==> config.mk <==
export PLATFORM = sky130hd
export DESIGN_NAME = mul_pipe_param
export DESIGN_NICKNAME = d
export VERILOG_FILES = /design/src/rtl/mul_pipe_param.sv
export SDC_FILE = /design/constraint.sdc
export NUM_CORES = 2
export LEC_CHECK = 0
export BUFFER_PORTS_ARGS = -buffer_cell sky130_fd_sc_hd__buf_2
export CORE_MARGIN = 2
export CORE_UTILIZATION = 35
export CTS_BUF_LIST = sky130_fd_sc_hd__clkbuf_8 sky130_fd_sc_hd__clkbuf_16
export DETAILED_ROUTE_END_ITERATION = 12
export RECOVER_POWER = 25
export SYNTH_ARGS = -nofsm -noshare
export SYNTH_HDL_FRONTEND = slang
export SYNTH_SLANG_ARGS = --single-unit
==> constraint.sdc <==
create_clock -name clk -period 9.8 [get_ports clk]
set_input_delay 0 -clock clk [delete_from_list [all_inputs] [get_ports clk]]
set_output_delay 0 -clock clk [all_outputs]
set_load 0.005 [all_outputs]
==> src/rtl/mul_pipe_param.sv <==
// mul_pipe_param: RV32M/RV64M multiply unit for the execute stage.
// LATENCY-deep pipeline that closes bubbles while writeback is stalled.
module mul_pipe_param #(
    parameter int XLEN    = 32,
    parameter int LATENCY = 5,
    parameter int TAG_W   = 5
) (
    input  logic             clk,
    input  logic             rst,
    input  logic             mul_valid_in,
    input  logic [2:0]       mul_funct3_in,
    input  logic [XLEN-1:0]  mul_rs1_in,
    input  logic [XLEN-1:0]  mul_rs2_in,
    input  logic [TAG_W-1:0] mul_tag_in,
    input  logic             kill_mul,
    input  logic             stall_mul_in,
    output logic             stall_mul_out,
    output logic             mul_valid_out,
    output logic [XLEN-1:0]  mul_result_out,
    output logic [TAG_W-1:0] mul_tag_out,
    output logic             mul_busy_out
);

    localparam int L = LATENCY;
    localparam int PW = 2 * XLEN;

    logic [L-1:0]     r_vld;
    logic [TAG_W-1:0] r_tag [L];

    logic [L-1:0]     w_adv;
    logic             w_legal;
    logic             w_acc;
    logic             w_sx_a;
    logic             w_sx_b;
    logic             w_hi;
    logic [PW-1:0]    w_opa;
    logic [PW-1:0]    w_opb;
    logic [XLEN-1:0]  w_out_res;

    // Operand extension: MULH/MULHSU sign-extend rs1, only MULH
    // sign-extends rs2. The low 2*XLEN bits of the product of the
    // 2*XLEN-bit extended operands equal the signed product.
    assign w_sx_a = (mul_funct3_in[1:0] == 2'b01)
                  | (mul_funct3_in[1:0] == 2'b10);
    assign w_sx_b = (mul_funct3_in[1:0] == 2'b01);
    assign w_hi   = (mul_funct3_in[1:0] != 2'b00);

    assign w_opa = {{XLEN{w_sx_a & mul_rs1_in[XLEN-1]}}, mul_rs1_in};
    assign w_opb = {{XLEN{w_sx_b & mul_rs2_in[XLEN-1]}}, mul_rs2_in};

    assign w_legal = mul_valid_in & ~mul_funct3_in[2];

    // A stage may advance when it or any younger-facing stage ahead of
    // it is empty, or when writeback drains the last stage.
    always_comb begin
        for (int i = 0; i < L; i++) begin
            w_adv[i] = !stall_mul_in;
            for (int j = i; j < L; j++) begin
                if (!r_vld[j]) begin
                    w_adv[i] = 1'b1;
                end
            end
        end
    end

    assign w_acc         = w_legal & w_adv[0] & ~kill_mul;
    assign stall_mul_out = w_legal & ~w_adv[0] & ~kill_mul;

    // Valid bits: reset and kill flush everything, else compact forward.
    always_ff @(posedge clk) begin
        if (rst || kill_mul) begin
            r_vld <= '0;
        end else begin
            if (w_adv[0]) begin
                r_vld[0] <= w_acc;
            end
            for (int i = 1; i < L; i++) begin
                if (w_adv[i]) begin
                    r_vld[i] <= r_vld[i-1];
                end
            end
        end
    end

    // Tag pipeline, moves in lockstep with the valid bits.
    always_ff @(posedge clk) begin
        if (w_adv[0]) begin
            r_tag[0] <= mul_tag_in;
        end
        for (int i = 1; i < L; i++) begin
            if (w_adv[i]) begin
                r_tag[i] <= r_tag[i-1];
            end
        end
    end

    generate
        if (L == 1) begin : g_single
            logic [PW-1:0]   w_prod;
            logic [XLEN-1:0] w_res;
            logic [XLEN-1:0] r_res;

            assign w_prod = w_opa * w_opb;
            assign w_res  = w_hi ? w_prod[PW-1:XLEN] : w_prod[XLEN-1:0];

            // Single stage: the whole product is formed before S[0].
            always_ff @(posedge clk) begin
                if (w_adv[0]) begin
                    r_res <= w_res;
                end
            end

            assign w_out_res = r_res;
        end else begin : g_multi
            logic [PW-1:0]   r_opa;
            logic [PW-1:0]   r_opb;
            logic            r_hi;
            logic [PW-1:0]   w_prod;
            logic [XLEN-1:0] w_res;
            logic [XLEN-1:0] r_res [1:L-1];

            // S[0] registers the extended operands so the multiplier
            // starts from flops instead of the operand bypass network.
            always_ff @(posedge clk) begin
                if (w_adv[0]) begin
                    r_opa <= w_opa;
                    r_opb <= w_opb;
                    r_hi  <= w_hi;
                end
            end

            assign w_prod = r_opa * r_opb;
            assign w_res  = r_hi ? w_prod[PW-1:XLEN] : w_prod[XLEN-1:0];

            // S[1] captures the product; later stages just carry it.
            always_ff @(posedge clk) begin
                if (w_adv[1]) begin
                    r_res[1] <= w_res;
                end
                for (int i = 2; i < L; i++) begin
                    if (w_adv[i]) begin
                        r_res[i] <= r_res[i-1];
                    end
                end
            end

            assign w_out_res = r_res[L-1];
        end
    endgenerate

    assign mul_valid_out  = r_vld[L-1];
    assign mul_result_out = r_vld[L-1] ? w_out_res : '0;
    assign mul_tag_out    = r_vld[L-1] ? r_tag[L-1] : '0;
    assign mul_busy_out   = |r_vld;

endmodule

Yosys cells after proc, flatten, opt, wreduce, memory -nomap -nowiden
Memories as Yosys holds them, arrays and structs flattened.
Cells that the tools add are included.
{"block": "word_totals", "output_inout_bits": 40, "reg_bits": 72, "mem_bits_ro": 0, "latchBits": 0, "ramBits": 153, "n_memories": 2}
{"memory": "g_multi.r_res", "depth": 4, "word_bits": 32, "rd": 4, "rd_clocked_by_memory_dff": 0, "wr": 4, "line": "120", "text": "logic [XLEN-1:0] r_res [1:L-1];"}
{"memory": "r_tag", "depth": 5, "word_bits": 5, "rd": 5, "rd_clocked_by_memory_dff": 0, "wr": 5, "line": "28", "text": "logic [TAG_W-1:0] r_tag [L];"}
{"block": "op_classes", "mux": 28, "eq_ne": 2, "order_cmp": 0, "addsub": 0, "bitwise_logic": 11, "div": 0, "n_shift": 0, "mul": 1, "reduce_logical": 4}
{"cell": "multiplier 33 x 33 -> 64 bit", "count": 1}
{"cell": "2-to-1 mux 32 bit", "count": 2}
{"cell": "2-to-1 mux 1 bit", "count": 25}
{"cell": "AND 1 bit", "count": 7}
{"cell": "2-to-1 mux 5 bit", "count": 1}
{"cell": "OR reduction 5 bit", "count": 1}
{"cell": "inverter 1 bit", "count": 3}
{"cell": "equality test 2 x 1 -> 1 bit, second input constant", "count": 1}
{"cell": "equality test 2 bit, second input constant", "count": 1}
{"cell": "nonzero test 2 bit", "count": 1}
{"cell": "logical NOT 1 bit", "count": 1}
{"cell": "logical OR 1 bit", "count": 1}
{"cell": "OR 1 bit", "count": 1}

Logic depth before layout (Yosys ltp)
{"block": "logic_depth", "word_depth": 9, "depth_mapped": 30, "mapped_depth_nobuf": 28}

Worst setup path before layout
Ideal clock, no wire load.
{"block": "synth_path", "path_kind": "reg-to-reg", "start": "register, netlist name g_multi.r_opa[32]", "end": "register, netlist name g_multi.r_res[0][57]", "t_arrival_ns": 7.677, "path_stages_with_launch": 27, "slack_ns": 1.869, "t_required_ns": 9.546, "path_cell_list": "edfxtp_1 clkbuf_1 nand2_1 inv_1 fa_1 fa_1 fa_1 fa_1 inv_1 fa_1 inv_1 fa_1 fa_1 inv_1 fa_1 inv_1 ha_1 clkbuf_1 a21o_1 a21o_1 a21o_2 a21oi_1 o211ai_2 and2_1 a311o_1 xor2_1 a21o_1"}

==> impl_metrics.env <==
export IMPL_status="completed"
export IMPL_max_freq_mhz=115
export IMPL_synth_edf_count=220
export IMPL_numPortBuffers=116
export IMPL_yosysWarnings=0
export IMPL_drc=0
export IMPL_crit_start="g_multi.r_opb[10]$_DFFE_PP_"
export IMPL_crit_path_top_delay_cell="edfxtp_1"
export IMPL_finalSetupViolCount=0
export IMPL_viasPerCell=4.72
export IMPL_cts_sinks=225
export IMPL_synth_top_area_cell="fa_1"
export IMPL_fin_worst_skew_ns=0.0346
export IMPL_yosys_most_used_dff="edfxtp_1"
export IMPL_critPathKind="reg -> reg"
export IMPL_antenna_found_initial=6
export IMPL_worstSetupEndpointType="flip-flop"
export IMPL_clk_pin_slew_worst_paths_ns=0.07
export IMPL_cts_htree_levels=1
export IMPL_crit_arrival_ns=9.05
export IMPL_areaGrowthSynthToFinish_pct=9.19
export IMPL_timing_reg2reg_setup_slack_ns=1.12
export IMPL_cts_tree="done"
export IMPL_nets=6012
export IMPL_hold_violations=0
export IMPL_cts_resized=0
export IMPL_drive_gt1_share_pct=5.57
export IMPL_ioPinCount=117
export IMPL_netlist_area_um2=46000
export IMPL_endpoint="g_multi.r_res[0][57]$_DFFE_PP_"
export IMPL_grt_ovfl_total=0
export IMPL_grt_usage_pct=18.6
export IMPL_crit_top_cell="fa_1"
export IMPL_critPathMaxStageDelay_ns=0.81
export IMPL_gp_congestion=0.869
export IMPL_placed_area_um2=48500
export IMPL_synth_top_cell_area_share_pct=49.0
export IMPL_async_reset_ff_share_pct=0
export IMPL_rows=132
export IMPL_grt_pass1_vias=33500
export IMPL_finalCritPeriodShare_pct=88.6
export IMPL_yosysSeqAreaShare_pct=14.6
export IMPL_numCtsBuffers=30
export IMPL_critPathRequiredTime_ns=10.17
export IMPL_die_area_um2=134000
export IMPL_grt_pass1_wl_mm=195
export IMPL_critPathMaxFanout=22
export IMPL_worstReg2RegEnd="g_multi.r_res[0][57]$_DFFE_PP_"
export IMPL_synth_seq_cells=225
export IMPL_synthTopCellsByArea="fa_1 49%, edfxtp_1 14%, inv_1 9.1%"
export IMPL_core_area_um2=130000
export IMPL_relSlewSlack_pct=23.9
export IMPL_ant_nets=0
export IMPL_ys_types=83
export IMPL_clockBufferDepth=3
export IMPL_place_hpwl_mm=99.3
export IMPL_synth_nets=5926
export IMPL_root_buffer="clkbuf_16"
export IMPL_finalMaxSlewViolations=0
export IMPL_clock_latency_ns=0.63
export IMPL_drt_iter0_drc=1847
export IMPL_fill_cells=12800
export IMPL_timing_rr_start="g_multi.r_opb[10]$_DFFE_PP_"
export IMPL_cp_start_kind="flip-flop"
export IMPL_grt_max_degree=47
export IMPL_die_x_um=366
export IMPL_grt_setup_unrepaired="no"
export IMPL_routed_wl_mm=121
export IMPL_die_h_um=366
export IMPL_initial_core_util_pct=35.4
export IMPL_vias=30000
export IMPL_final_area_um2=50200
export IMPL_hp_class="in -> reg"
export IMPL_avgSynthCellArea_um2=10.2
export IMPL_first_pass_iters=5
export IMPL_syn_inst=4510
export IMPL_maxCapViolations=0
export IMPL_period_needed_ns=8.68
export IMPL_wire_per_inst_um=19.0
export IMPL_reg2reg_depth=25
export IMPL_setup_tns_ns=0
export IMPL_tightest_slew_ns=1.14
## state kept, by name, indices dropped and copies added, names as in the netlist
name / cells
g_multi.r_hi: 1
g_multi.r_opa: 33
g_multi.r_res: 128
r_vld: 5
g_multi.r_opb: 33
r_tag: 25
## placed cells by master, fill, tap and decap left out, types with 4 or more instances in the layout
cell and instances:
bufinv_16 4, nor2_1 38, buf_4 88, mux2_2 4, o21bai_1 14, clkinv_1 6
nor2b_1 32, nand3_1 18, edfxtp_1 220, nand2b_1 15, buf_2 85, clkinv_2 4
nand4b_1 4, o21ai_0 33, inv_1 1114, clkbuf_1 31, clkbuf_16 30, xor2_1 26
o211ai_1 4, and3_1 10, nor3_1 11, a31oi_1 10, nand2_1 573, nand4_1 5
a211oi_1 8, a21oi_1 72, and2_1 572, dlygate4sd3_1 77, dfxtp_1 5, fa_1 1125
xnor2_1 49, a21o_1 33, ha_1 214
## metrics by stage
| step | utilization [%] | instances | setup WS (ns) | hold slack [ns] |
|---|---|---|---|---|
| finish | 38.6 | 6362 | 1.12 | 0.0835 |
| global route | 38.6 | 6360 | 0.842 | 0.0686 |
| CTS | 38.6 | 6360 | 1.12 | 0.0369 |
| detailed placement | 37.3 | 6229 | 1.13 | 0.178 |
| global placement | 37.3 | 6229 | 1.22 | 0.177 |
| floorplan | - | 4510 | 1.87 | 0.0365 |
## repair_timing
action / 4_1_cts / 5_1_grt
hold endpoints to repair: 77 / 0
buffers inserted: 0 / 0
hold buffers: 77 / 0
## cells in the mapped netlist, types with 3 or more instances
master / count
a31oi_1: 10
or3_1: 3
nand4b_1: 4
and2_1: 572
ha_1: 214
dfxtp_1: 5
and3_2: 3
nand2b_1: 15
and3_1: 10
and2_2: 3
xor2_1: 26
nor4_1: 3
nor3_1: 11
xnor2_1: 49
nor2_1: 38
nand4_1: 5
clkbuf_8: 3
a21o_1: 33
buf_2: 3
fa_1: 1125
a21oi_1: 72
o21ai_0: 33
buf_6: 4
o21ai_1: 3
a211o_1: 3
nor2b_1: 32
nand2_1: 574
o21a_1: 3
clkbuf_1: 210
nand3_1: 18
edfxtp_1: 220
mux2_2: 4
inv_1: 1110
a41oi_1: 3
o21bai_1: 14
a211oi_1: 8
o211ai_1: 4
## worst max-delay path, delay by kind of cell (launching register included)
kind            cells  cell delay, ns
compound gates      7            1.43
xor+xnor            1            0.14
fa+ha+maj           9            4.67
buf+inv             6            0.72
flops               1            0.81
simple gates        2            0.60
## worst min path at each step
stage                         from                          end  slack [ns]  depth (start not counted)
floorplan                 kill_mul                stall_mul_out        0.04                          1
global placement    mul_rs2_in[27]  g_multi.r_opb[27]$_DFFE_PP_        0.18                          1
detailed placement  mul_rs2_in[27]  g_multi.r_opb[27]$_DFFE_PP_        0.18                          1
CTS                  mul_tag_in[4]        r_tag[0][4]$_DFFE_PP_        0.04                          2
global route         mul_tag_in[4]        r_tag[0][4]$_DFFE_PP_        0.07                          2
finish               mul_tag_in[4]        r_tag[0][4]$_DFFE_PP_        0.08                          2
## routing by layer
| layer | GRT usage, % | vias to the layer above | routed length [um] |
|---|---|---|---|
| li1 | - | 13300 | - |
| met5 | 0 | - | 31 |
| met4 | 4.56 | 6 | 3010 |
| met3 | 2.57 | 142 | 7200 |
| met1 | 25.4 | 15800 | 52000 |
| met2 | 31.4 | 820 | 58700 |
## layout make-up
type / count / area [um^2] / share of cell area [%]
clock buffer: 30 / 751 / 1.50
multi-input combinational: 2948 / 34200 / 68.1
sequential: 225 / 6710 / 13.4
clock inverter: 24 / 250 / 0.499
inverter: 1110 / 4170 / 8.30
timing repair buffer: 281 / 1970 / 3.93
antenna: 2 / 5.00 / 0.00997
tap: 1742 / 2180 / 4.34
## cell families after synthesis
group / synth area share (%)
adders and majority gates: 54.8
buffers and inverters: 11.1
and+or+nand+nor: 14.5
DFF: 14.6
AOI/OAI and AO/OA: 3.44
xor gates and xnor gates: 1.43
muxes: 0.142
Power is not shown: default switching activity piles up to over one toggle a cycle in this logic, so the estimate is an artifact.
